===== config.mk =====
export PLATFORM = sky130hd
export DESIGN_NAME = vga_sync_gen_flat
export DESIGN_NICKNAME = d
export VERILOG_FILES = /design/src/rtl/vga_sync_gen_if.sv /design/src/rtl/vga_sync_gen.sv /design/src/flat_wrapper.sv
export SDC_FILE = /design/constraint.sdc
export NUM_CORES = 1
export LEC_CHECK = 0
export CORE_MARGIN = 2
export CORE_UTILIZATION = 46
export CTS_BUF_LIST = sky130_fd_sc_hd__clkbuf_4 sky130_fd_sc_hd__clkbuf_8 sky130_fd_sc_hd__clkbuf_16
export DETAILED_ROUTE_END_ITERATION = 7
export MAX_ROUTING_LAYER = met4
export PLACE_DENSITY_LB_ADDON = 0.2
export SLEW_MARGIN = 20
export SYNTH_ARGS = -nofsm -noshare
export SYNTH_HDL_FRONTEND = slang
export SYNTH_SLANG_ARGS = --single-unit

===== constraint.sdc =====
create_clock -name clk_25mhz -period 2.54 [get_ports clk_25mhz]
set_clock_uncertainty 0.15 [all_clocks]
set_input_delay 0.635 -clock clk_25mhz [delete_from_list [all_inputs] [get_ports clk_25mhz]]
set_output_delay 0.635 -clock clk_25mhz [all_outputs]
set_load 0.02 [all_outputs]

===== src/rtl/vga_sync_gen_if.sv =====
// ============================================================================
// vga_sync_gen_if : raster timing bundle from the sync generator to its sinks
// Revision 1.0
// ============================================================================
`default_nettype none

interface vga_sync_gen_if;
  logic       hsync;
  logic       vsync;
  logic       video_on;
  logic [9:0] pixel_x;
  logic [9:0] pixel_y;
  logic       line_tick;
  logic       frame_tick;

  modport master (
    output hsync, vsync, video_on, pixel_x, pixel_y, line_tick, frame_tick
  );

  modport slave (
    input  hsync, vsync, video_on, pixel_x, pixel_y, line_tick, frame_tick
  );
endinterface

`default_nettype wire


===== src/rtl/vga_sync_gen.sv =====
// ============================================================================
// vga_sync_gen : VGA raster timing generator (counters, syncs, strobes)
// Revision 1.0
// ============================================================================
`default_nettype none

module vga_sync_gen #(
  parameter int H_ACTIVE = 640,
  parameter int H_FP     = 16,
  parameter int H_SYNC   = 96,
  parameter int H_BP     = 48,
  parameter int V_ACTIVE = 480,
  parameter int V_FP     = 10,
  parameter int V_SYNC   = 2,
  parameter int V_BP     = 33,
  parameter bit SYNC_POL = 1'b0
) (
  input  wire logic        clk_25mhz,
  input  wire logic        rst,
  vga_sync_gen_if.master   vga
);

  localparam int H_TOTAL = H_ACTIVE + H_FP + H_SYNC + H_BP;
  localparam int V_TOTAL = V_ACTIVE + V_FP + V_SYNC + V_BP;

  localparam logic [9:0]  C_H_MAX    = 10'(H_TOTAL - 1);
  localparam logic [9:0]  C_V_MAX    = 10'(V_TOTAL - 1);
  // Decode bounds are 11 bits so a sync end equal to 1024 still compares correctly
  localparam logic [10:0] C_H_ACT    = 11'(H_ACTIVE);
  localparam logic [10:0] C_HS_BEG   = 11'(H_ACTIVE + H_FP);
  localparam logic [10:0] C_HS_END   = 11'(H_ACTIVE + H_FP + H_SYNC);
  localparam logic [10:0] C_V_ACT    = 11'(V_ACTIVE);
  localparam logic [10:0] C_VS_BEG   = 11'(V_ACTIVE + V_FP);
  localparam logic [10:0] C_VS_END   = 11'(V_ACTIVE + V_FP + V_SYNC);

  logic [9:0]  r_x;
  logic [9:0]  r_y;
  logic        r_hsync;
  logic        r_vsync;
  logic        r_video_on;
  logic        r_line_tick;
  logic        r_frame_tick;

  logic        w_x_wrap;
  logic [9:0]  w_x_nxt;
  logic [9:0]  w_y_nxt;
  logic [10:0] w_x_ext;
  logic [10:0] w_y_ext;
  logic        w_hs_act;
  logic        w_vs_act;
  logic        w_video;
  logic        w_line;
  logic        w_frame;

  // Outputs are decoded from the next counter values so they align with pixel_x/y
  always_comb begin
    w_x_wrap = (r_x == C_H_MAX);
    w_x_nxt  = w_x_wrap ? 10'd0 : r_x + 10'd1;
    w_y_nxt  = r_y;
    if (w_x_wrap) begin
      w_y_nxt = (r_y == C_V_MAX) ? 10'd0 : r_y + 10'd1;
    end
    w_x_ext  = {1'b0, w_x_nxt};
    w_y_ext  = {1'b0, w_y_nxt};
    w_hs_act = (w_x_ext >= C_HS_BEG) && (w_x_ext < C_HS_END);
    w_vs_act = (w_y_ext >= C_VS_BEG) && (w_y_ext < C_VS_END);
    w_video  = (w_x_ext < C_H_ACT) && (w_y_ext < C_V_ACT);
    w_line   = (w_x_nxt == C_H_MAX);
    w_frame  = w_line && (w_y_nxt == C_V_MAX);
  end

  always_ff @(posedge clk_25mhz or posedge rst) begin
    if (rst) begin
      r_x          <= C_H_MAX;
      r_y          <= C_V_MAX;
      r_hsync      <= ~SYNC_POL;
      r_vsync      <= ~SYNC_POL;
      r_video_on   <= 1'b0;
      r_line_tick  <= 1'b0;
      r_frame_tick <= 1'b0;
    end else begin
      r_x          <= w_x_nxt;
      r_y          <= w_y_nxt;
      r_hsync      <= w_hs_act ? SYNC_POL : ~SYNC_POL;
      r_vsync      <= w_vs_act ? SYNC_POL : ~SYNC_POL;
      r_video_on   <= w_video;
      r_line_tick  <= w_line;
      r_frame_tick <= w_frame;
    end
  end

  assign vga.pixel_x    = r_x;
  assign vga.pixel_y    = r_y;
  assign vga.hsync      = r_hsync;
  assign vga.vsync      = r_vsync;
  assign vga.video_on   = r_video_on;
  assign vga.line_tick  = r_line_tick;
  assign vga.frame_tick = r_frame_tick;

endmodule

`default_nettype wire


===== src/flat_wrapper.sv =====
// flat-port wrapper written by rule: the top's interface ports become plain ports
module vga_sync_gen_flat 
#(
  parameter int H_ACTIVE = 640,
  parameter int H_FP     = 16,
  parameter int H_SYNC   = 96,
  parameter int H_BP     = 48,
  parameter int V_ACTIVE = 480,
  parameter int V_FP     = 10,
  parameter int V_SYNC   = 2,
  parameter int V_BP     = 33,
  parameter bit SYNC_POL = 1'b0
)
  (clk_25mhz, rst, vga_hsync, vga_vsync, vga_video_on, vga_pixel_x, vga_pixel_y, vga_line_tick, vga_frame_tick);
  vga_sync_gen_if vga_i ();
  input  wire logic clk_25mhz;
  input  wire logic rst;
  output wire logic [$bits(vga_i.hsync)-1:0] vga_hsync;
  output wire logic [$bits(vga_i.vsync)-1:0] vga_vsync;
  output wire logic [$bits(vga_i.video_on)-1:0] vga_video_on;
  output wire logic [$bits(vga_i.pixel_x)-1:0] vga_pixel_x;
  output wire logic [$bits(vga_i.pixel_y)-1:0] vga_pixel_y;
  output wire logic [$bits(vga_i.line_tick)-1:0] vga_line_tick;
  output wire logic [$bits(vga_i.frame_tick)-1:0] vga_frame_tick;
  assign vga_hsync = vga_i.hsync;
  assign vga_vsync = vga_i.vsync;
  assign vga_video_on = vga_i.video_on;
  assign vga_pixel_x = vga_i.pixel_x;
  assign vga_pixel_y = vga_i.pixel_y;
  assign vga_line_tick = vga_i.line_tick;
  assign vga_frame_tick = vga_i.frame_tick;
  vga_sync_gen #(.H_ACTIVE(H_ACTIVE), .H_FP(H_FP), .H_SYNC(H_SYNC), .H_BP(H_BP), .V_ACTIVE(V_ACTIVE), .V_FP(V_FP), .V_SYNC(V_SYNC), .V_BP(V_BP), .SYNC_POL(SYNC_POL)) u_core (.clk_25mhz(clk_25mhz), .rst(rst), .vga(vga_i));
endmodule

==> reports/metrics.yaml, run 1 <==
setup_path:
  critical_path_class: "reg -> reg"
  cpPeakStageDelay_ns: 0.58
  r2r_end: "u_core.vga.video_on$_DFF_PP0_"
  crit_top_cell: "or4_4"
  cp.arrival_ns: 2.58
  rr_worst_depth: 6
  crit_chain: "ha_4, nand4_1, or4_4, or4_4, and2_4, a211oi_2"
  cp.required_ns: 2.64
  critPathLaunchType: "flop"
  cp_max_fo: 3
  r2r_start: "u_core.vga.pixel_x[0]$_DFF_PP1_"
  cp_slowest_cell: "dfstp_2"
  reg2reg_slack_ns: 0.06
  worstSetupEndpointType: "flop"
yosys:
  ys_seq_elements: 25
  syn_area_um2: 1560
  synth_top_area_cell: "dfrtp_1"
  synth_nets: 170
  synth_top_area_share_pct: 20.9
  ys.flop_type: "dfrtp_1"
  synthCells: 164
  synth_common_cells: "13 x dfrtp_1, 12 x dfstp_2, 11 x nand2_1, 10 x inv_1, 8 x nand4_1"
  synth_area_per_cell_um2: 9.50
  synth_cell_types: 50
  synthArstFlopShare_pct: 100
  synth-seq-area-share_pct: 41.1
  post-synth-top-count-cell: "dfrtp_1"
  synth-warning-count: 0
  synth_edf_count: 0
  synth_area_leaders: "dfrtp_1 21%, dfstp_2 20%, xnor2_1 3.4%"
run:
  drv_cap: 0
route:
  viasPerCell: 5.97
  drt_wl_total_um: 4100
  drt_pre_antenna_iters: 4
  ant_nets: 0
  wire_per_inst_um: 16.3
  routed-via-count: 1505
  drt-initial-drc-count: 74
  drc: 0
power:
  switchingPower_uw: 130
  vdd_drop_max_mv: 0.170
  p_total_uw: 604
  clock_power_share_pct: 32.2
  power.density_nw_per_um2: 296
  swShare_pct: 21.6
  power_frac_comb_pct: 1.7
  p_seq_share_pct: 66.1
  p_int_uw: 474
  p_leak_nw: 0.814
clock_network:
  cts_tree: "done"
  cts_buffer_depth: 2
  numCtsBuffers: 3
  clock_sinks: 25
  cts.clk_slew.worst_paths_ns: 0.14
  cts_max_level: 1
  insertion_delay_ns: 0.32
  cts_root_buf: "clkbuf_4"
grt:
  grt_pass1_wl_um: 6840
  grt_max_degree: 26
  grt.overflow.total: 0
  antenna_found_initial: 0
  grt_use_total_pct: 22.5
  grt_pass1_vias: 1445
final_layout:
  area_growth_pct: 31.0
  antenna_cells: 0
  stdcell_count: 252
  final_nets: 213
  drive_gt1_share_pct: 24.8
  fillCellCount: 300
placed_design:
  post-dp-hpwl_um: 2930
  dp_worst_setup_slack_ns: -0.0206
  io_buffers: 26
  gp_congestion: 0.910
  dp_cells: 245
floorplan:
  rows: 21
  die_y_um: 62.2
  start_util_pct: 47.4
  dieArea_um2: 3870
  core_um2: 3280
  die_w_um: 62.2
  num_io_pins: 27
timing:
  period_minus_slack_ns: 2.48
  tns_ns: 0
  setup_slack_ns: 0.0598
  max-slew-margin-rel_pct: 62.4
  maxSlewViolCount: 0
  finalCritPeriodShare_pct: 97.6
  fmax_mhz: 403
  finalSetupViolations: 0
  worst_pin_slew_ns: 0.560
  rsz0062_at_grt: "true"
  hold_viol: 0
min_path:
  hold_path.class: "reg -> reg"
  hold_path_depth: 1
  holdPathEnd: "u_core.vga.pixel_x[2]$_DFF_PP1_"
  hp-start: "u_core.vga.pixel_x[2]$_DFF_PP1_"
outcome:
  outcome: "complete, no violations"
[logic make-up after synthesis]
logic type / Yosys count / synth area share (%)
AOI/OAI and AO/OA: 42 / 19.4
adders and majority gates: 4 / 3.21
buffers and inverters: 19 / 5.38
xor gates and xnor gates: 10 / 5.62
DFF: 25 / 41.1
and+or+nand+nor: 63 / 24.5
muxes: 1 / 0.723
[state kept, by name, summed over array words and instances (netlist names)]
signal                 count
u_core.vga.hsync           1
u_core.vga.video_on        1
u_core.vga.vsync           1
u_core.vga.frame_tick      1
u_core.vga.pixel_x        10
u_core.vga.pixel_y        10
u_core.vga.line_tick       1
[worst max path at each step]
| stage | from | endpoint |
|---|---|---|
| 6_report | u_core.vga.pixel_x[0]$_DFF_PP1_ | u_core.vga.video_on$_DFF_PP0_ |
| 4_1_cts | u_core.vga.pixel_x[0]$_DFF_PP1_ | u_core.vga.frame_tick$_DFF_PP0_ |
| 5_1_grt | u_core.vga.pixel_x[0]$_DFF_PP1_ | u_core.vga.video_on$_DFF_PP0_ |
| 2_1_floorplan | u_core.vga.pixel_x[0]$_DFF_PP1_ | u_core.vga.frame_tick$_DFF_PP0_ |
| 3_3_place_gp | u_core.vga.pixel_x[1]$_DFF_PP1_ | u_core.vga.frame_tick$_DFF_PP0_ |
| 3_5_place_dp | u_core.vga.pixel_x[1]$_DFF_PP1_ | u_core.vga.frame_tick$_DFF_PP0_ |
[worst max-delay path: cells and delay by family (launching register included)]
kind | cells | cell delay [ns]
simple gates | 4 | 1.37
flops | 1 | 0.58
fa+ha+maj | 1 | 0.14
compound gates | 1 | 0.18
[area by class of cell]
class | instances | area (um2) | share of cell area, %
Multi-Input combinational cell | 120 | 857 | 42.0
Inverter | 10 | 37.5 | 1.84
Clock buffer | 4 | 30.0 | 1.47
Timing Repair Buffer | 47 | 418 | 20.5
Tap cell | 46 | 57.6 | 2.82
Sequential cell | 25 | 641 | 31.4
[what timing repair did]
| action | in CTS | in global routing |
|---|---|---|
| buffers inserted | 1 | 2 |
| pin swaps | 1 | 3 |
| resized for setup | 0 | 3 |
| endpoints found under the setup margin | 2 | 2 |
| hold buffers | 0 | 0 |
[metrics by stage]
step	hold slack, ns	util (%)	area (um2)
after global placement	0.424	60.2	1980
after floorplan	0.414	-	1570
final	0.450	62.1	2040
after global routing	0.468	62.1	2040
after detailed placement	0.429	60.2	1980
after CTS	0.450	61.3	2010
[cells in the final DEF (no fill, tap or decap), types with 4 or more instances in the layout]
master           instances
clkdlybuf4s50_1         26
o21ai_0                  6
xor2_1                   4
a21oi_1                  6
dfstp_2                 12
xnor2_1                  6
nor3_1                   6
nand4_1                  8
nand3_1                  7
nand2_1                 11
dfrtp_1                 13
inv_1                   10
nor2_1                   7
buf_4                   21
clkbuf_4                 4
[metal layers]
metal	GRT usage, %	part of all wire [%]	vias to the layer above
met1	31.5	45	731
met3	2.54	6.4	4
met2	35.5	48	67
met5	-	0	-
li1	-	-	703
met4	5.56	0.73	0
[power groups by stage]
stage / registers [mW] / logic [mW] / clock network [mW]
global placement: 0.406 / 0.0106 / 0
global route: 0.399 / 0.0122 / 0.214
CTS: 0.399 / 0.0110 / 0.197
finish: 0.399 / 0.0102 / 0.195
detailed placement: 0.406 / 0.0110 / 0
floorplan: 0.406 / 0.00576 / 0
Power figures use the tool's default switching activity.
==> inputs of run 2 (changes only) <==
--- a/config.mk
+++ b/config.mk
@@ -5,12 +5,12 @@
 export SDC_FILE = /design/constraint.sdc
 export NUM_CORES = 1
 export LEC_CHECK = 0
-export CORE_MARGIN = 2
 export CORE_UTILIZATION = 46
 export CTS_BUF_LIST = sky130_fd_sc_hd__clkbuf_4 sky130_fd_sc_hd__clkbuf_8 sky130_fd_sc_hd__clkbuf_16
 export DETAILED_ROUTE_END_ITERATION = 7
 export MAX_ROUTING_LAYER = met4
 export PLACE_DENSITY_LB_ADDON = 0.2
+export REMOVE_ABC_BUFFERS = 1
 export SLEW_MARGIN = 20
 export SYNTH_ARGS = -nofsm -noshare
 export SYNTH_HDL_FRONTEND = slang
==> reports/metrics.yaml, run 2 (same netlist as run 1, synthesis figures left out) <==
grt:
  met1_usage_pct: 33.7  # was 31.5%
  antenna_found_initial: 0  # unchanged
  grt_use_total_pct: 25.1  # was 22.5%
  use_met2_pct: 39.4  # was 35.5%
  grtUsageMet3_pct: 3.03  # was 2.54%
  busiest_layer: "met2"  # unchanged
  grt_pass1_vias: 1405  # was 1,445
  grt_max_degree: 26  # unchanged
  grt.overflow.total: 0  # unchanged
  grt_pass1_wl_um: 6550  # was 6840 um
route:
  wire_per_inst_um: 16.2  # was 16.3 um
  viasPerCell: 6.03  # was 5.97
  drt_wl_total_um: 3970  # was 4100 um
  ant_nets: 0  # unchanged
  drc: 0  # unchanged
  drt-initial-drc-count: 55  # was 74
  drt_pre_antenna_iters: 4  # unchanged
  routed-via-count: 1483  # was 1,505
timing:
  hold_viol: 0  # unchanged
  max-slew-margin-rel_pct: 63.8  # was 62.4%
  finalSetupViolations: 0  # unchanged
  finalCritPeriodShare_pct: 97.7  # was 97.6%
  rsz0062_at_grt: "false"  # was true
  maxSlewViolCount: 0  # unchanged
  hold_slack_ns: 0.454  # was 0.450 ns
  period_minus_slack_ns: 2.48  # about the same
  fmax_mhz: 403  # about the same
  worst_pin_slew_ns: 0.538  # was 0.560 ns
clock_network:
  numCtsBuffers: 3  # unchanged
  cts_max_level: 1  # unchanged
  cts.clk_slew.worst_paths_ns: 0.14  # about the same
  cts_tree: "done"  # unchanged
  postCtsHoldBufs: 0  # unchanged
  post-cts-setup-buffer-count: 0  # was 1
  cts_buffer_depth: 2  # unchanged
  clock_sinks: 25  # unchanged
  cts_root_buf: "clkbuf_4"  # unchanged
  insertion_delay_ns: 0.32  # about the same
setup_path:
  r2r_start: "u_core.vga.pixel_x[0]$_DFF_PP1_"  # unchanged
  crit_chain: "ha_4, nand4_1, or4_4, or4_4, a22oi_1, a211oi_2"  # was ha_4, nand4_1, or4_4, or4_4, and2_4, a211oi_2
  cp_max_fo: 4  # was 3
  critical_path_class: "reg -> reg"  # unchanged
  r2r_end: "u_core.vga.video_on$_DFF_PP0_"  # unchanged
  critPathLaunch: "u_core.vga.pixel_x[0]$_DFF_PP1_"  # unchanged
  cpPeakStageDelay_ns: 0.58  # about the same
  cp.required_ns: 2.60  # was 2.64 ns
  crit_top_cell: "or4_4"  # unchanged
  worstSetupEndpointType: "flop"  # unchanged
  rr_worst_depth: 6  # unchanged
  critPathLaunchType: "flop"  # unchanged
  cp_slowest_cell: "dfstp_2"  # unchanged
  cp.arrival_ns: 2.55  # was 2.58 ns
  reg2reg_slack_ns: 0.06  # about the same
placed_design:
  gp_congestion: 0.918  # was 0.910
  dp_cells: 242  # was 245
  post-dp-hpwl_um: 2950  # was 2930 um
  io_buffers: 26  # unchanged
final_layout:
  mostFrequentLayoutCell: "clkdlybuf4s50_1"  # unchanged
  stdcell_count: 246  # was 252
  final_nets: 209  # was 213
  antenna_cells: 0  # unchanged
  drive_gt1_share_pct: 23.8  # was 24.8%
  area_growth_pct: 29.1  # was 31.0%
  layout_common_cells: "26 x clkdlybuf4s50_1, 17 x buf_4, 13 x dfrtp_1"  # was 26 x clkdlybuf4s50_1, 21 x buf_4, 13 x dfrtp_1
  fillCellCount: 283  # was 300
floorplan:
  die_w_um: 60.2  # was 62.2 um
  num_io_pins: 27  # unchanged
  rows: 20  # was 21
  dieArea_um2: 3620  # was 3870 um2
  core_um2: 3130  # was 3280 um2
  die_y_um: 60.2  # was 62.2 um
  start_util_pct: 49.8  # was 47.4%
min_path:
  hold_path_depth: 2  # was 1
  hp-start: "u_core.vga.pixel_y[9]$_DFF_PP1_"  # was u_core.vga.pixel_x[2]$_DFF_PP1_
  holdPathEnd: "u_core.vga.pixel_y[9]$_DFF_PP1_"  # was u_core.vga.pixel_x[2]$_DFF_PP1_
  hold_path.class: "reg -> reg"  # unchanged
power:
  power.density_nw_per_um2: 293  # was 296 nW/um2
  p_leak_nw: 0.794  # was 0.814 nW
  vdd_drop_max_mv: 0.211  # was 0.170 mV
outcome:
  outcome: "complete, no violations"  # unchanged
run:
  drv_cap: 0  # unchanged
==> run 2: changes by cell type in the layout (fill, tap and decap cells not counted), sizes merged <==
cell,previous run,this run
clkinv,0,1
buf,21,17
clkbuf,4,3
==> run 2: worst max-delay path, delay by kind of cell (launching register included) <==
kind	cells	cell delay (ns)
compound gates	2	0.33
fa+ha+maj	1	0.16
flops	1	0.58
simple gates	3	1.16
==> run 2: layout make-up <==
cell class	count	area (um2)	area share [%]
clock buffers	3	22.5	1.12
clock inverters	1	5.00	0.249
inverters	10	37.5	1.87
multi-input cells	120	862	42.9
flip-flops and latches	25	641	31.9
well taps	44	55.1	2.74
repair buffers	43	388	19.3
==> run 2: worst max path at each step <==
stage	slack, ns	depth (start not counted)	endpoint
2_1_floorplan	-0.13	6	u_core.vga.frame_tick$_DFF_PP0_
3_3_place_gp	0.04	6	u_core.vga.frame_tick$_DFF_PP0_
3_5_place_dp	-0.03	6	u_core.vga.frame_tick$_DFF_PP0_
4_1_cts	0.007	6	u_core.vga.frame_tick$_DFF_PP0_
5_1_grt	0.02	6	u_core.vga.video_on$_DFF_PP0_
6_report	0.06	6	u_core.vga.video_on$_DFF_PP0_
==> run 2: routing by layer <==
metal / share of wire [%] / routed length [um] / vias to the layer above
met4: 1.2 / 46 / 0
met3: 5.5 / 217 / 6
met1: 45 / 1770 / 731
met5: 0 / 0 / -
met2: 49 / 1940 / 55
li1: - / - / 691
==> run 2: report_power, final <==
part           switching, mW  leakage [nW]  total, mW  internal [mW]
clock network          0.120        0.0177      0.179         0.0591
logic                0.00751         0.480    0.00998        0.00246
registers                  0         0.296      0.399          0.399
==> run 2: timing repair <==
action | in CTS | in global routing
setup endpoints to repair | 2 | 3
resized for setup | 2 | 4
pin swaps | 0 | 3
==> run 2: stage by stage <==
stage | util [%] | TNS (ns) | area, um2 | power [mW] | worst slack [ns]
floorplan | - | -0.258 | 1510 | 0.412 | -0.125
global placement | 62.5 | 0 | 1950 | 0.416 | 0.0412
detailed placement | 62.5 | -0.0413 | 1950 | 0.416 | -0.0272
CTS | 63.8 | 0 | 1990 | 0.600 | 0.00716
global route | 64.3 | 0 | 2010 | 0.613 | 0.0153
finish | 64.3 | 0 | 2010 | 0.588 | 0.0584
